<file path="config.mk">
export PLATFORM = sky130hd
export DESIGN_NAME = sp_ctrl
export DESIGN_NICKNAME = d
export VERILOG_FILES = /design/src/rtl/sp_ctrl.sv
export SDC_FILE = /design/constraint.sdc
export NUM_CORES = 1
export LEC_CHECK = 0
export CAP_MARGIN = 25
export CORE_MARGIN = 2
export CORE_UTILIZATION = 40
export DETAILED_ROUTE_END_ITERATION = 12
export GPL_TIMING_DRIVEN = 0
export HOLD_SLACK_MARGIN = 0.02
export PLACE_DENSITY = 0.86
export SLEW_MARGIN = 20
export SYNTH_ARGS = -nofsm -noshare
export SYNTH_HDL_FRONTEND = slang
export SYNTH_SLANG_ARGS = --single-unit
</file>
<file path="constraint.sdc">
create_clock -name clk_i -period 3.3 [get_ports clk_i]
set_clock_uncertainty 0.05 [all_clocks]
set_input_delay 0.495 -clock clk_i [delete_from_list [all_inputs] [get_ports clk_i]]
set_output_delay 0.495 -clock clk_i [all_outputs]
set_load 0.05 [all_outputs]
</file>
<file path="src/rtl/sp_ctrl.sv">
// sp_ctrl: registered host/engine scratchpad write arbiter plus a ready/valid matrix element streamer.
// Define SP_CTRL_ROUND_ROBIN_EN for round-robin arbitration; otherwise the engine has fixed priority.
module sp_ctrl #(
   parameter int  BUS_WIDTH   = 16,
   parameter int  DATA_WIDTH  = 8,
   parameter int  SP_NTARGETS = 2,
   localparam int MAX_DIM     = BUS_WIDTH / DATA_WIDTH,
   localparam int N           = MAX_DIM * MAX_DIM,
   localparam int SUB_W       = 2 * $clog2(MAX_DIM),
   localparam int MAT_W       = BUS_WIDTH * N
) (
   input  logic                 clk_i,
   input  logic                 rst_ni,
   input  logic                 host_wr_req_i,
   input  logic [1:0]           host_wr_target_i,
   input  logic [MAT_W-1:0]     host_wr_data_i,
   output logic                 host_wr_gnt_o,
   input  logic                 eng_wr_req_i,
   input  logic [1:0]           eng_wr_target_i,
   input  logic [MAT_W-1:0]     eng_wr_data_i,
   output logic                 eng_wr_gnt_o,
   output logic                 sp_ena_write_o,
   output logic [1:0]           sp_write_target_o,
   output logic [MAT_W-1:0]     sp_wdata_o,
   input  logic                 rd_start_i,
   input  logic [1:0]           rd_target_i,
   output logic [1:0]           sp_address_o,
   output logic [SUB_W-1:0]     sp_sub_address_o,
   input  logic [BUS_WIDTH-1:0] sp_rdata_i,
   output logic [BUS_WIDTH-1:0] rd_data_o,
   output logic                 rd_valid_o,
   output logic                 rd_last_o,
   input  logic                 rd_ready_i,
   output logic                 rd_busy_o,
   output logic                 rd_done_o,
   output logic                 err_o
);

   typedef enum logic [0:0] {IDLE = 1'b0, STREAM = 1'b1} rd_state_e;

   rd_state_e        state_q;
   logic [SUB_W-1:0] idx_q;
   logic [1:0]       tgt_q;
   logic             done_q;
   logic             err_q, err_d;
   logic             host_gnt_q, host_gnt_d;
   logic             eng_gnt_q, eng_gnt_d;
   logic             ena_q, wr_ok_d;
   logic [1:0]       wtgt_q, win_tgt_d;
   logic [MAT_W-1:0] wdata_q, win_data_d;
   logic             host_elig_d, eng_elig_d;
   logic             stream_s, last_s;
`ifdef SP_CTRL_ROUND_ROBIN_EN
   logic             rr_eng_q;
`endif

   function automatic logic target_ok(input logic [1:0] tgt);
      return 32'(tgt) < 32'(SP_NTARGETS);
   endfunction

   assign stream_s = (state_q == STREAM);
   assign last_s   = stream_s && (idx_q == SUB_W'(N - 1));

   // Eligibility, winner selection and error detection for the coming edge.
   always_comb begin
      host_elig_d = host_wr_req_i && !host_gnt_q && !(stream_s && (host_wr_target_i == tgt_q));
      eng_elig_d  = eng_wr_req_i && !eng_gnt_q && !(stream_s && (eng_wr_target_i == tgt_q));
`ifdef SP_CTRL_ROUND_ROBIN_EN
      if (host_elig_d && eng_elig_d) begin
         host_gnt_d = !rr_eng_q;
         eng_gnt_d  = rr_eng_q;
      end else begin
         host_gnt_d = host_elig_d;
         eng_gnt_d  = eng_elig_d;
      end
`else
      eng_gnt_d  = eng_elig_d;
      host_gnt_d = host_elig_d && !eng_elig_d;
`endif
      if (eng_gnt_d) begin
         win_tgt_d  = eng_wr_target_i;
         win_data_d = eng_wr_data_i;
      end else begin
         win_tgt_d  = host_wr_target_i;
         win_data_d = host_wr_data_i;
      end
      wr_ok_d = (host_gnt_d || eng_gnt_d) && target_ok(win_tgt_d);
      err_d   = ((host_gnt_d || eng_gnt_d) && !target_ok(win_tgt_d))
             || (!stream_s && rd_start_i && !target_ok(rd_target_i));
   end

   // Registered grant, write port and error pulse.
   always_ff @(posedge clk_i or negedge rst_ni) begin
      if (!rst_ni) begin
         host_gnt_q <= 1'b0;
         eng_gnt_q  <= 1'b0;
         ena_q      <= 1'b0;
         err_q      <= 1'b0;
         wtgt_q     <= 2'd0;
         wdata_q    <= '0;
`ifdef SP_CTRL_ROUND_ROBIN_EN
         rr_eng_q   <= 1'b0;
`endif
      end else begin
         host_gnt_q <= host_gnt_d;
         eng_gnt_q  <= eng_gnt_d;
         ena_q      <= wr_ok_d;
         err_q      <= err_d;
         if (wr_ok_d) begin
            wtgt_q  <= win_tgt_d;
            wdata_q <= win_data_d;
         end
`ifdef SP_CTRL_ROUND_ROBIN_EN
         if (host_gnt_d) begin
            rr_eng_q <= 1'b1;
         end else if (eng_gnt_d) begin
            rr_eng_q <= 1'b0;
         end
`endif
      end
   end

   // Read streamer FSM; the index wraps to zero on the last handshake.
   always_ff @(posedge clk_i or negedge rst_ni) begin
      if (!rst_ni) begin
         state_q <= IDLE;
         idx_q   <= '0;
         tgt_q   <= 2'd0;
         done_q  <= 1'b0;
      end else begin
         done_q <= 1'b0;
         case (state_q)
            IDLE: begin
               if (rd_start_i && target_ok(rd_target_i)) begin
                  state_q <= STREAM;
                  tgt_q   <= rd_target_i;
                  idx_q   <= '0;
               end
            end
            STREAM: begin
               if (rd_ready_i) begin
                  idx_q <= idx_q + SUB_W'(1);
                  if (last_s) begin
                     state_q <= IDLE;
                     done_q  <= 1'b1;
                  end
               end
            end
            default: state_q <= IDLE;
         endcase
      end
   end

   assign host_wr_gnt_o     = host_gnt_q;
   assign eng_wr_gnt_o      = eng_gnt_q;
   assign sp_ena_write_o    = ena_q;
   assign sp_write_target_o = wtgt_q;
   assign sp_wdata_o        = wdata_q;
   assign sp_address_o      = tgt_q;
   assign sp_sub_address_o  = idx_q;
   assign rd_data_o         = stream_s ? sp_rdata_i : '0;
   assign rd_valid_o        = stream_s;
   assign rd_last_o         = last_s;
   assign rd_busy_o         = stream_s;
   assign rd_done_o         = done_q;
   assign err_o             = err_q;

endmodule
</file>
==> flow_summary_export.csv <==
group,metric,value,unit
power,power.total,6660,uW
final_layout,final_nets,830,
cts,clock_sinks,76,
critical_path,r2r-end,"sp_wdata_o[16]",
routing,wl_per_cell,15.6,um
routing,drtPass1Iterations,4,
floorplanning,die_y,104,um
logic_synthesis,synth_area_leaders,"dfrtp_1 47%, a221oi_2 19%, inv_1 12%, nor2_1 6.4%, a221oi_1 3.3%",
run_status,status,"finished clean",
timing,slew-limit-headroom,60.7,%
timing,finalHoldViolations,0,
logic_synthesis,yosysMostFrequentCell,"inv_1",
final_layout,drive_above_1_share,12.5,%
final_layout,final_cell_area,6900,sq um
logic_synthesis,synthesis.area,4030,sq um
cts,cts_made_buffers,9,
cts,ctsHoldBuffers,0,
power,ir_drop,0.576,mV
logic_synthesis,synth_top_cell_by_area,"dfrtp_1",
routing,first_iter_violations,116,
floorplanning,die_width,104,um
grt,grt_use_total,23.3,%
critical_path,cp.required,2.75,ns
critical_path,reg2reg_depth,6,
cts,cts_resized,0,
logic_synthesis,synthTopCellsByCount,"134 x inv_1, 76 x dfrtp_1, 69 x nor2_1, 50 x a221oi_2, 18 x and2_1",
place,gp_congestion,0.813,
logic_synthesis,syn_nets,569,
cts,post_cts_buffers,0,
logic_synthesis,synthFlopType,"dfrtp_1",
final_layout,multi_input_area,1460,sq um
logic_synthesis,ys_ff_latch,76,
final_layout,antenna_cells,0,
grt,grt_pass1_wl,20500,um
logic_synthesis,seq_area_frac_synth,47.2,%
place,dp_hpwl,10100,um
cts,cts_max_level,3,
routing,finalWirelength,12700,um
critical_path,cp.arrival,2.17,ns
logic_synthesis,synth.distinct_cells,30,
grt,grt_max_degree,45,
timing,finalMaxSlewViolations,0,
timing,period_needed,2.71,ns
flow_run,maxCapViolCount,0,
logic_synthesis,ys_warn_count,0,
cts,cts_tree,"built",
final_layout,fillerInstances,783,
cts,insertion_delay,0.33,ns
final_layout,final_util,70.6,%
timing,setup_viol,0,
logic_synthesis,synth_edf_count,0,
routing,dr_total_vias,3861,
floorplanning,dieArea,10900,sq um
place,dpl_cell_area,6710,sq um
critical_path,cp-start-kind,"flip-flop",
routing,via_per_inst,4.76,
place,post-place-ws,0.688,ns
grt,grt_pass1_vias,4124,
timing,timing.final.ws_setup,0.585,ns
timing,tightestPinTransition,0.574,ns
place,io_buffer_count,249,
logic_synthesis,netlist_instances,412,
worst_hold_path,min_path_type,"in -> async",
critical_path,worst_setup_path_end_kind,"output port",
critical_path,path_class,"reg -> out",
timing,rsz0062_at_grt,"false",
timing,period_share,82.3,%
cts,cts.reportedPaths.clkPinSlew,0.09,ns
cts,clockBufferDepth,2,
final_layout,ff_latch_area,1900,sq um
logic_synthesis,syn_area_per_cell,9.78,sq um
cts,cts-root-buf,"clkbuf_8",
timing,fmax,368,MHz
floorplanning,num_rows,36,
power,power.leakage,0.00327,uW
routing,antenna_left,0,
grt,overflow,0,
final_layout,area_growth,71.2,%
critical_path,r2r-start,"sp_address_o[0]",
power,power_density,966,nW/um^2
floorplanning,io_pins,250,
critical_path,critPathMaxFanout,10,
critical_path,r2r_setup_slack,1.20,ns
grt,antenna_found_initial,0,
floorplanning,core,9770,sq um
logic_synthesis,synthArstFlopShare,100,%
routing,drc_errors,0,
floorplanning,initial_utilization,41.2,%
logic_synthesis,synth.top_cell.area_share,47.2,%
[area by class of cell]
type	instances	area share (%)
timing repair buffer	250	36.4
sequential	76	27.6
multi-input combinational	178	21.2
inverter	134	7.29
tap	133	2.41
buffer	24	2.36
clock buffer	10	1.85
clock inverter	6	0.943
[stage by stage]
stage                     hold WS, ns  setup TNS (ns)  instances
after floorplan                 0.149               0        412
after global placement          0.422          -77.01        794
after detailed placement        0.423               0        795
after CTS                       0.112               0        811
after global routing            0.133               0        811
final                           0.101               0        811
[power by group]
part | switching [uW] | leakage (uW) | internal, uW | total [uW]
Sequential | 254 | 0.000852 | 1360 | 1620
Combinational | 2750 | 0.00233 | 1580 | 4340
Clock | 357 | 0.0000845 | 349 | 706
[layer usage]
metal | vias up | track usage [%] | wire, um
met3 | 18 | 5.95 | 822
li1 | 1832 | - | -
met1 | 1845 | 28.1 | 5150
met5 | - | 0 | 0
met2 | 166 | 40.8 | 6470
met4 | 0 | 6.76 | 237
[registers in the layout, indices dropped and copies added, names as in the netlist]
name / cells
sp_write_target_o: 2
rd_busy_o: 1
rd_done_o: 1
sp_sub_address_o: 2
err_o: 1
host_wr_gnt_o: 1
eng_wr_gnt_o: 1
sp_ena_write_o: 1
sp_address_o: 2
sp_wdata_o: 64
[cell usage in the layout, fill, tap and decap left out, types with 2 or more instances in the layout]
cell and instances:
inv_1 134, buf_2 4, nand2_1 2, and2_1 18, nand2b_1 3, dfrtp_1 76
buf_4 5, clkinvlp_4 4, xor2_1 2, clkdlybuf4s50_1 248, xnor2_1 3, a221oi_1 15
nor2_1 69, a221oi_2 50, clkbuf_8 9, clkbuf_1 10, buf_6 7
[critical path, stage by stage (launching register included)]
cell and delay (ns):
dfrtp_1 0.50, clkbuf_1 0.30, and2_1 0.19, clkdlybuf4s50_1 0.85
[worst max path at each step]
stage                        from              to  slack (ns)
2_1_floorplan     sp_address_o[1]  sp_wdata_o[36]        1.25
3_3_place_gp               rst_ni  sp_wdata_o[15]       -1.02
3_5_place_dp   eng_wr_target_i[0]  sp_wdata_o[16]        0.69
4_1_cts                 rd_busy_o    rd_data_o[8]        0.58
5_1_grt                 rd_busy_o    rd_data_o[8]        0.46
6_report                rd_busy_o    rd_data_o[8]        0.59
[logic make-up (layout without fill, tap and decap cells)]
| kind of cell | after synthesis | in the layout | share of synthesized area (%) |
|---|---|---|---|
| simple gates | 95 | 95 | 10.3 |
| mux | 2 | 2 | 0.528 |
| buf+inv | 158 | 424 | 16.5 |
| compound gates | 75 | 75 | 24.0 |
| fa+ha+maj | 1 | 1 | 0.311 |
| flops | 76 | 76 | 47.2 |
| xor+xnor | 5 | 5 | 1.09 |
Note: power is estimated with default switching activity, not from simulation.
